==> config.mk <==
export PLATFORM = sky130hd
export DESIGN_NAME = stim_sequencer_flat
export DESIGN_NICKNAME = d
export VERILOG_FILES = /design/src/rtl/stim_sequencer_if.sv /design/src/rtl/stim_sequencer.sv /design/src/flat_wrapper.sv
export SDC_FILE = /design/constraint.sdc
export NUM_CORES = 1
export LEC_CHECK = 0
export ABC_AREA = 1
export CORE_AREA = 2 2 119 121
export DETAILED_ROUTE_END_ITERATION = 10
export DIE_AREA = 0 0 121 123
export PLACE_DENSITY = 0.71
export SLEW_MARGIN = 20
export SYNTH_ARGS = -nofsm -noshare
export SYNTH_HDL_FRONTEND = slang
export SYNTH_SLANG_ARGS = --single-unit
==> constraint.sdc <==
create_clock -name clk -period 2.6 [get_ports clk]
set_clock_uncertainty 0.15 [all_clocks]
set_input_delay 0.39 -clock clk [delete_from_list [all_inputs] [get_ports clk]]
set_output_delay 0.39 -clock clk [all_outputs]
set_load 0.02 [all_outputs]
==> src/rtl/stim_sequencer_if.sv <==
// Command and status bundle between a harness controller and the stimulus sequencer.
interface stim_sequencer_if #(
    parameter int CHANNELS = 4,
    parameter int DEPTH    = 8,
    parameter int HOLD_W   = 8
);
    localparam int IW = (DEPTH > 1) ? $clog2(DEPTH) : 1;
    localparam int NW = $clog2(DEPTH) + 1;

    logic                wr_en;
    logic [IW-1:0]       wr_addr;
    logic [CHANNELS-1:0] wr_pattern;
    logic [HOLD_W-1:0]   wr_hold;
    logic                start;
    logic [NW-1:0]       num_steps;
    logic                loop_en;
    logic                stop;
    logic                dut_rst;
    logic [CHANNELS-1:0] stim;
    logic [IW-1:0]       step_idx;
    logic                trace_valid;
    logic                busy;
    logic                done;

    modport master (
        output wr_en, wr_addr, wr_pattern, wr_hold, start, num_steps, loop_en, stop,
        input  dut_rst, stim, step_idx, trace_valid, busy, done
    );

    modport slave (
        input  wr_en, wr_addr, wr_pattern, wr_hold, start, num_steps, loop_en, stop,
        output dut_rst, stim, step_idx, trace_valid, busy, done
    );
endinterface

==> src/rtl/stim_sequencer.sv <==
// Cycle-accurate stimulus sequencer: reset phase, then a writable list of
// (pattern, hold) steps, ending in a done pulse or looping over the schedule.
module stim_sequencer #(
    parameter int CHANNELS   = 4,
    parameter int DEPTH      = 8,
    parameter int HOLD_W     = 8,
    parameter int RST_CYCLES = 1
) (
    input  logic            clk,
    input  logic            rst,
    stim_sequencer_if.slave bus
);
    localparam int IW = (DEPTH > 1) ? $clog2(DEPTH) : 1;
    localparam int NW = $clog2(DEPTH) + 1;
    localparam int RW = (RST_CYCLES > 1) ? $clog2(RST_CYCLES) : 1;

    typedef enum logic [1:0] {IDLE, RESET_PHASE, RUN, DONE} state_t;

    state_t              state, state_n;
    logic [RW-1:0]       rst_cnt, rst_cnt_n;
    logic [HOLD_W-1:0]   hold_cnt, hold_cnt_n;
    logic [IW-1:0]       idx, idx_n;
    logic [NW-1:0]       n_steps, n_steps_n;
    logic                loop_r, loop_n;
    logic                load;
    logic [IW-1:0]       load_idx;
    logic [CHANNELS-1:0] stim_n;
    logic [NW-1:0]       eff_steps;
    logic                last_step;

    logic [CHANNELS-1:0] pat_mem  [DEPTH];
    logic [HOLD_W-1:0]   hold_mem [DEPTH];

    logic                dut_rst_r, trace_r, busy_r, done_r;
    logic [CHANNELS-1:0] stim_r;

    assign eff_steps = (bus.num_steps > NW'(DEPTH)) ? NW'(DEPTH) : bus.num_steps;
    assign last_step = (NW'(idx) == (n_steps - NW'(1)));

    // Next-state, step sequencing and the pattern that the output register takes next.
    always_comb begin
        state_n    = state;
        rst_cnt_n  = rst_cnt;
        hold_cnt_n = hold_cnt;
        idx_n      = idx;
        n_steps_n  = n_steps;
        loop_n     = loop_r;
        load       = 1'b0;
        load_idx   = '0;
        stim_n     = '0;

        unique case (state)
            IDLE: begin
                if (bus.start) begin
                    n_steps_n = eff_steps;
                    loop_n    = bus.loop_en;
                    rst_cnt_n = RW'(RST_CYCLES - 1);
                    state_n   = (eff_steps == '0) ? DONE : RESET_PHASE;
                end
            end
            RESET_PHASE: begin
                if (rst_cnt == '0) begin
                    state_n  = RUN;
                    load     = 1'b1;
                    load_idx = '0;
                end else begin
                    rst_cnt_n = rst_cnt - RW'(1);
                end
            end
            RUN: begin
                if (hold_cnt == HOLD_W'(1)) begin
                    if (!last_step) begin
                        load     = 1'b1;
                        load_idx = idx + IW'(1);
                    end else if (loop_r) begin
                        load     = 1'b1;
                        load_idx = '0;
                    end else begin
                        state_n = DONE;
                    end
                end else begin
                    hold_cnt_n = hold_cnt - HOLD_W'(1);
                end
            end
            DONE: begin
                state_n = IDLE;
            end
            default: begin
                state_n = IDLE;
            end
        endcase

        if (bus.stop && (state == RESET_PHASE || state == RUN)) begin
            state_n = IDLE;
            load    = 1'b0;
        end

        if (load) begin
            idx_n      = load_idx;
            hold_cnt_n = (hold_mem[load_idx] == '0) ? HOLD_W'(1) : hold_mem[load_idx];
            stim_n     = pat_mem[load_idx];
        end else if (state_n == RUN) begin
            stim_n = stim_r;
        end

        if (state_n != RUN) begin
            idx_n = '0;
        end
    end

    // State, schedule storage and registered outputs; rst clears everything including the schedule.
    always_ff @(posedge clk) begin
        if (rst) begin
            state     <= IDLE;
            rst_cnt   <= '0;
            hold_cnt  <= '0;
            idx       <= '0;
            n_steps   <= '0;
            loop_r    <= 1'b0;
            dut_rst_r <= 1'b1;
            stim_r    <= '0;
            trace_r   <= 1'b0;
            busy_r    <= 1'b0;
            done_r    <= 1'b0;
            for (int i = 0; i < DEPTH; i++) begin
                pat_mem[i]  <= '0;
                hold_mem[i] <= '0;
            end
        end else begin
            state     <= state_n;
            rst_cnt   <= rst_cnt_n;
            hold_cnt  <= hold_cnt_n;
            idx       <= idx_n;
            n_steps   <= n_steps_n;
            loop_r    <= loop_n;
            dut_rst_r <= (state_n != RUN);
            stim_r    <= stim_n;
            trace_r   <= load;
            busy_r    <= (state_n == RESET_PHASE) || (state_n == RUN);
            done_r    <= (state_n == DONE);
            if (bus.wr_en && (int'(bus.wr_addr) < DEPTH)) begin
                pat_mem[bus.wr_addr]  <= bus.wr_pattern;
                hold_mem[bus.wr_addr] <= bus.wr_hold;
            end
        end
    end

    assign bus.dut_rst     = dut_rst_r;
    assign bus.stim        = stim_r;
    assign bus.step_idx    = idx;
    assign bus.trace_valid = trace_r;
    assign bus.busy        = busy_r;
    assign bus.done        = done_r;
endmodule

==> src/flat_wrapper.sv <==
// flat-port wrapper written by rule: the top's interface ports become plain ports
module stim_sequencer_flat 
#(
    parameter int CHANNELS   = 4,
    parameter int DEPTH      = 8,
    parameter int HOLD_W     = 8,
    parameter int RST_CYCLES = 1
)
  (clk, rst, bus_wr_en, bus_wr_addr, bus_wr_pattern, bus_wr_hold, bus_start, bus_num_steps, bus_loop_en, bus_stop, bus_dut_rst, bus_stim, bus_step_idx, bus_trace_valid, bus_busy, bus_done);
  stim_sequencer_if #(.CHANNELS(CHANNELS), .DEPTH(DEPTH), .HOLD_W(HOLD_W)) bus_i ();
  input  logic clk;
  input  logic rst;
  input wire logic [$bits(bus_i.wr_en)-1:0] bus_wr_en;
  input wire logic [$bits(bus_i.wr_addr)-1:0] bus_wr_addr;
  input wire logic [$bits(bus_i.wr_pattern)-1:0] bus_wr_pattern;
  input wire logic [$bits(bus_i.wr_hold)-1:0] bus_wr_hold;
  input wire logic [$bits(bus_i.start)-1:0] bus_start;
  input wire logic [$bits(bus_i.num_steps)-1:0] bus_num_steps;
  input wire logic [$bits(bus_i.loop_en)-1:0] bus_loop_en;
  input wire logic [$bits(bus_i.stop)-1:0] bus_stop;
  output wire logic [$bits(bus_i.dut_rst)-1:0] bus_dut_rst;
  output wire logic [$bits(bus_i.stim)-1:0] bus_stim;
  output wire logic [$bits(bus_i.step_idx)-1:0] bus_step_idx;
  output wire logic [$bits(bus_i.trace_valid)-1:0] bus_trace_valid;
  output wire logic [$bits(bus_i.busy)-1:0] bus_busy;
  output wire logic [$bits(bus_i.done)-1:0] bus_done;
  assign bus_i.wr_en = bus_wr_en;
  assign bus_i.wr_addr = bus_wr_addr;
  assign bus_i.wr_pattern = bus_wr_pattern;
  assign bus_i.wr_hold = bus_wr_hold;
  assign bus_i.start = bus_start;
  assign bus_i.num_steps = bus_num_steps;
  assign bus_i.loop_en = bus_loop_en;
  assign bus_i.stop = bus_stop;
  assign bus_dut_rst = bus_i.dut_rst;
  assign bus_stim = bus_i.stim;
  assign bus_step_idx = bus_i.step_idx;
  assign bus_trace_valid = bus_i.trace_valid;
  assign bus_busy = bus_i.busy;
  assign bus_done = bus_i.done;
  stim_sequencer #(.CHANNELS(CHANNELS), .DEPTH(DEPTH), .HOLD_W(HOLD_W), .RST_CYCLES(RST_CYCLES)) u_core (.clk(clk), .rst(rst), .bus(bus_i));
endmodule
Word-level counts from Yosys, hierarchy flattened
Memories as Yosys holds them, arrays and structs flattened. Index checks and enable logic that the tools add are counted.

Memories: 2. Bits in latches: 0. Bits in writable memories: 96. Bits in registers: 27. Output and inout bits: 11. Bits in read-only memories: 0.

Memories: u_core.hold_mem (depth 8, width 8, read ports 1, clocked after memory_dff 0, write ports 8, line stim_sequencer.sv:32) `logic [HOLD_W-1:0] hold_mem [DEPTH];`; u_core.pat_mem (depth 8, width 4, read ports 1, clocked after memory_dff 0, write ports 8, line stim_sequencer.sv:31) `logic [CHANNELS-1:0] pat_mem [DEPTH];`.

$lt $le $gt $ge: 1. Multiplexer cells: 38. Shift-type cells: 0. Multiply operators: 0. Equal/unequal tests: 12. Divide/modulo/power cells: 0. Bitwise operators: 0. Reduce and logical (&&, ||, !) cells: 14. $add $sub $neg: 4.

Operators by type and width (count): 2-to-1 mux 8 bit (5); 2-to-1 mux 4 bit (4); 2-to-1 mux 3 bit (5); 2-to-1 mux 1 bit (14); 2-to-1 mux 2 bit (7); == test 2 bit, second input constant (4); == test 8 x 1 -> 1 bit, second input constant (1); logical NOT 8 bit (1); case mux 2 bit (4 select lines) (1); OR reduction 8 bit (1); subtractor 8 x 1 -> 8 bit, second input constant (1); AND reduction 2 bit (3); == test 2 x 1 -> 1 bit, second input constant (2); == test 3 x 4 -> 1 bit (1); > comparator 4 bit, second input constant (1); logical NOT 4 bit (1); inequality test 2 x 1 -> 1 bit, second input constant (2); inequality test 2 bit, second input constant (2); case mux 1 bit (2 select lines) (2); nonzero test 2 bit (2); OR reduction 4 bit (1); subtractor 4 x 1 -> 4 bit, second input constant (1); adder 3 x 1 -> 3 bit, second input constant (1); logical NOT 2 bit (1); other kinds (4) (5).

Logic depth before layout (Yosys ltp)
Depth in word-level cells: 10. Depth in mapped cells: 19. Gate-level depth less buffers: 18.

Worst setup path before layout
No wires, ideal clock.

Path kind: register to register. From: reg u_core.n_steps[0]. To: reg u_core.stim_r[1] (netlist: u_core.bus.stim[1]). Stages on the path, launching flop included: 19. Setup time: 0.110 ns. Data arrival time: 2.379 ns. Path slack: -0.039 ns. Clock period less this slack: 2.639 ns. Cell sequence: dfxtp_1 -> inv_1 -> ha_1 -> xnor2_1 -> nor2_1 -> nand3_1 -> buf_4 -> buf_2 -> nor3_1 -> o21ai_0 -> a21oi_1 -> inv_1 -> ha_1 -> nand2_1 -> clkinv_1 -> nand2_1 -> o211ai_1 -> nand2_1 -> inv_1.

Word-level cells in the longest chain between the ends: 8. Elaborated cells on any way between the ends: 17. Classes of those cells: 1 x add/sub; 3 x eq/ne; 12 x mux; 1 x memory.

Ends and longest elaborated chain: start: declaration (line stim_sequencer.sv:23) `logic [NW-1:0] n_steps, n_steps_n;`; start signal: assignment (line stim_sequencer.sv:134) `n_steps <= n_steps_n;`; subtractor 4 x 1 -> 4 bit (line stim_sequencer.sv:38) `assign last_step = (NW'(idx) == (n_steps - NW'(1)));`; == test 3 x 4 -> 1 bit (line stim_sequencer.sv:38); 2-to-1 mux 2 bit (line stim_sequencer.sv:72) `if (!last_step) begin`; 2-to-1 mux 2 bit (line stim_sequencer.sv:71) `if (hold_cnt == HOLD_W'(1)) begin`; case mux 2 bit (4 select lines) (line stim_sequencer.sv:52) `unique case (state)`; 2-to-1 mux 2 bit (line stim_sequencer.sv:93) `if (bus.stop && (state == RESET_PHASE || state == RUN)) begin`; via u_core.state_n[0] (line stim_sequencer.sv:19) `state_t state, state_n;`; == test 2 bit (line stim_sequencer.sv:102) `end else if (state_n == RUN) begin`; inequality test 2 x 1 -> 1 bit (no line); end signal: assignment (line stim_sequencer.sv:137) `stim_r <= stim_n;`; end: declaration (line stim_sequencer.sv:35) `logic [CHANNELS-1:0] stim_r;`.

The timed path passes the listed nets, and every way through them passes these cells. A chain may end at the register's enable or synchronous reset.

Final worst setup path
From: reg u_core.hold_cnt[5]. To: reg u_core.hold_cnt[0].

Word-level cells in the longest chain between the ends: 7. Elaborated cells on any way between the ends: 13. Classes of those cells: 2 x eq/ne; 7 x mux; 3 x reduce/logical; 1 x memory.

Ends and longest elaborated chain: start: declaration (line stim_sequencer.sv:21) `logic [HOLD_W-1:0] hold_cnt, hold_cnt_n;`; start signal: assignment (line stim_sequencer.sv:132) `hold_cnt <= hold_cnt_n;`; == test 8 x 1 -> 1 bit (*) (line stim_sequencer.sv:71); 2-to-1 mux 3 bit (line stim_sequencer.sv:71); 2-to-1 mux 3 bit; memory read (8 x 8 bit); logical NOT 8 bit (line stim_sequencer.sv:100) `hold_cnt_n = (hold_mem[load_idx] == '0) ? HOLD_W'(1) : hold_mem[load_idx];`; 2-to-1 mux 8 bit (line stim_sequencer.sv:100); 2-to-1 mux 8 bit (line stim_sequencer.sv:98) `if (load) begin`.

Mark *: on every way between the ends. The rest lies on a longest branch, timed or not.

==> results by group <==
Yosys
  – Synth top area cells: edfxtp_1, nor2_1, dfxtp_1, nand2_1, nand3_1
  – #FFs+latches synth: 122
  – Ys Warns: 0
  – Main flop type after synthesis: edfxtp_1
  – Syn_area_per_cell: 8.87 sq um
  – Ys async rst share: 0
  – Area share of the largest cell type after synthesis: 0.483
  – Leading area contributor after synthesis: edfxtp_1
  – Post-synth cell types: 38
  – Synthesized instance count: 673
  – Seq/Total Area, Yosys: 0.570
  – Most frequent cell after synthesis: nor2_1
  – Synth cell count leaders: nor2_1, nand2_1, edfxtp_1, inv_1, nand3_1
  – Synth Net Count: 708
  – Number of flops mapped to enable cells by yosys: 96
  – Synthesized area: 0.00597 sq mm

Place
  – DP HPWL: 10300 um
  – Port Buffer Count: 35
  – GPL Wtd Cong: 0.876

Setup path
  – Worst R2R Start: u_core.hold_cnt[5]
  – Crit path required time: 2.80 ns
  – Reg2reg setup slack: 0.13 ns
  – Startpoint Class: register
  – CP Capture Type: register
  – Reg-to-reg endpoint: u_core.hold_cnt[0]
  – Crit path to: u_core.hold_cnt[0]
  – Setup CP Type: reg -> reg
  – Reg2reg path depth: 18
  – CP Launch Point: u_core.hold_cnt[5]
  – Most used cell, CP: nand2_1
  – Cell Chain, Critical Path: nor2_2 > nand2_2 > nor2_4 > nand2_4 > nor2_4 > nand2_8 > clkbuf_16 > nand2_1 > nand3_1 > nand2_1 > nand2_1 > nand2_1 > nand2_1 > nor2_1 > nand2_1 > nand2_1 > nand2_1 > a21oi_1
  – Worst path max stage delay: 0.35 ns
  – WP data arrival: 2.67 ns
  – Crit-path max FO: 8
  – Critical-path top delay cell: dfxtp_1

Global routing
  – Maximum number of pins on one net before global-route repair: 33
  – GRT Residual Overflow: 0
  – First-pass GRT wire length: 23700 um
  – Vias in the first global route: 4809
  – Antenna violations before repair: 0
  – All-Layer GR Usage: 0.208

Clocking
  – CTS root buf: clkbuf_16
  – Post-CTS Hold Buffers: 0
  – CTS tree: done
  – Worst-Skew Late Latency: 0.42 ns
  – CTS buffer count: 17
  – Max clock buf depth: 2
  – Clock sinks: 122
  – CTS clk-pin slew, worst paths: 0.05 ns
  – H-tree Lvls: 4

Hold path
  – WHS Path Cells: 2
  – Hold/Removal Path Class: reg -> reg

Drt
  – Drt pass-1 iters: 5
  – DR DRC count: 0
  – Vias: 4966
  – Post-Route WL: 15400 um
  – Detailed router's first-iteration violation count: 542
  – Vias per inst: 5.32
  – Post-detailed-route count of antenna-violating nets: 0
  – Wire length per cell: 16.5 um

Final layout
  – # fillers: 1123
  – # diodes: 0
  – Layout cells sized above 1: 0.182
  – Area of the multi-input gates: 0.00233 sq mm
  – Post-Route Utilization: 0.571
  – Reg area: 0.00341 sq mm
  – Nets: 775
  – Layout area overhead: 30.3%

STA
  – Final period util: 0.951
  – Final hold violation count: 0
  – Min Tclk post-route: 2.47 ns
  – Max Clock Freq: 404 MHz
  – Worst Tran Pin Value: 0.556 ns
  – Endpoints failing setup: 0
  – Final Slew Violations: 0
  – Rel. slew slack: 0.628

Run status
  – Status: complete, no violations

Floorplanning
  – Initial Util: 0.438
  – Cell Rows: 43
  – IO Count: 36
  – Full die area: 0.0149 sq mm
  – Die Width: 121 um
  – Die H: 123 um
  – Core area: 0.0136 sq mm

Flow run
  – Max-cap viol count: 0

Power and ir drop
  – Peak supply drop: 0.609 mV
  – Final Power: 6.32 mW
  – Power Density: 812 mW/mm^2
  – Lkg Pwr: 3.27 nW
[how the worst min path moves through the flow]
stage,start,end
after floorplan,u_core.loop_r,u_core.loop_r
after global placement,u_core.loop_r,u_core.loop_r
after detailed placement,u_core.loop_r,u_core.loop_r
after CTS,u_core.loop_r,u_core.loop_r
after global routing,u_core.hold_cnt[0],u_core.hold_cnt[0]
final,u_core.n_steps[3],u_core.n_steps[3]
[layout make-up]
cell class	count	share of cell area
sequential	122	0.438
multi-input combinational	437	0.299
timing repair buffer	78	0.112
clock buffer	20	0.0587
clock inverter	12	0.0220
inverter	84	0.0412
tap	180	0.0290
[timing repair]
action | in CTS | in global routing
setup endpoints to repair | 0 | 6
gates resized for setup | 0 | 67
hold endpoints to repair | 0 | 0
setup buffers | 0 | 10
[flip-flops by register name (all words and copies together) (netlist names)]
signal and cells:
u_core.loop_r 1, u_core.hold_mem 64, u_core.bus.trace_valid 1, u_core.n_steps 4, u_core.hold_cnt 8, u_core.state 2, u_core.pat_mem 32, u_core.bus.dut_rst 1
u_core.bus.done 1, u_core.bus.busy 1, u_core.bus.stim 4, u_core.bus.step_idx 3
[power breakdown]
part           internal [mW]  total [mW]  switching, mW
clock network           1.65        2.49          0.840
logic                  0.554        1.38          0.826
registers               2.32        2.45          0.135
total                   4.52        6.32           1.80
[routing by layer]
metal  vias to the layer above  global-route usage  wire (um)
met4                         0              0.0807        289
met3                        26              0.0517       1110
li1                       2350                   -          -
met2                       209               0.352       7680
met1                      2381               0.257       6330
met5                         -                   0          0
[cells by family (layout without fill, tap and decap cells)]
| kind of cell | count (synthesis) | in the layout | share of synthesized area |
|---|---|---|---|
| and+or+nand+nor | 371 | 371 | 0.270 |
| AOI/OAI and AO/OA | 51 | 51 | 0.0522 |
| adders and majority gates | 10 | 10 | 0.0210 |
| buffers and inverters | 114 | 194 | 0.0790 |
| xor gates and xnor gates | 5 | 5 | 0.00734 |
| DFF | 122 | 122 | 0.570 |
[layout by cell type, fill, tap and decap left out, types with 2 or more instances in the layout]
master and count:
a22oi_1 3, inv_2 5, clkinv_2 4, buf_12 8
inv_1 76, o21ai_1 2, clkbuf_16 22, buf_4 29
nor2_1 137, xor2_1 3, o31ai_1 2, bufinv_16 4
a32o_1 2, nand3_1 47, dfxtp_2 6, nand4_1 2
xnor2_1 2, dfxtp_1 20, a21oi_1 13, o211ai_1 2
ha_1 8, nor2_4 4, ha_4 2, edfxtp_1 96
o21ai_0 14, nand3_2 22, nor2_2 3, nand3_4 2
a211oi_1 4, nand3b_1 24, nand2_2 13, nand2_1 112
inv_4 2, o22ai_1 3, clkdlybuf4s50_1 35, clkbuf_8 2
clkinvlp_4 3
[worst max-delay path: cells and delay by family, from the launching register on]
family          cells  cell delay (ns)
simple gates       16             1.59
buf+inv             1             0.20
compound gates      1             0.13
flops               1             0.35
[stage by stage]
| step | std cells | worst slack (ns) | hold slack, ns | setup TNS [ns] | area [sq um] |
|---|---|---|---|---|---|
| after floorplan | 673 | 0.00142 | 0.305 | 0 | 5980 |
| after global placement | 886 | 0.0533 | 0.323 | 0 | 6690 |
| after detailed placement | 886 | 0.0432 | 0.328 | 0 | 6690 |
| after CTS | 918 | 0.00874 | 0.337 | 0 | 7320 |
| after global routing | 933 | -0.0535 | 0.382 | -0.0899 | 7780 |
| final | 933 | 0.126 | 0.348 | 0 | 7780 |
Power figures use the tool's default switching activity.
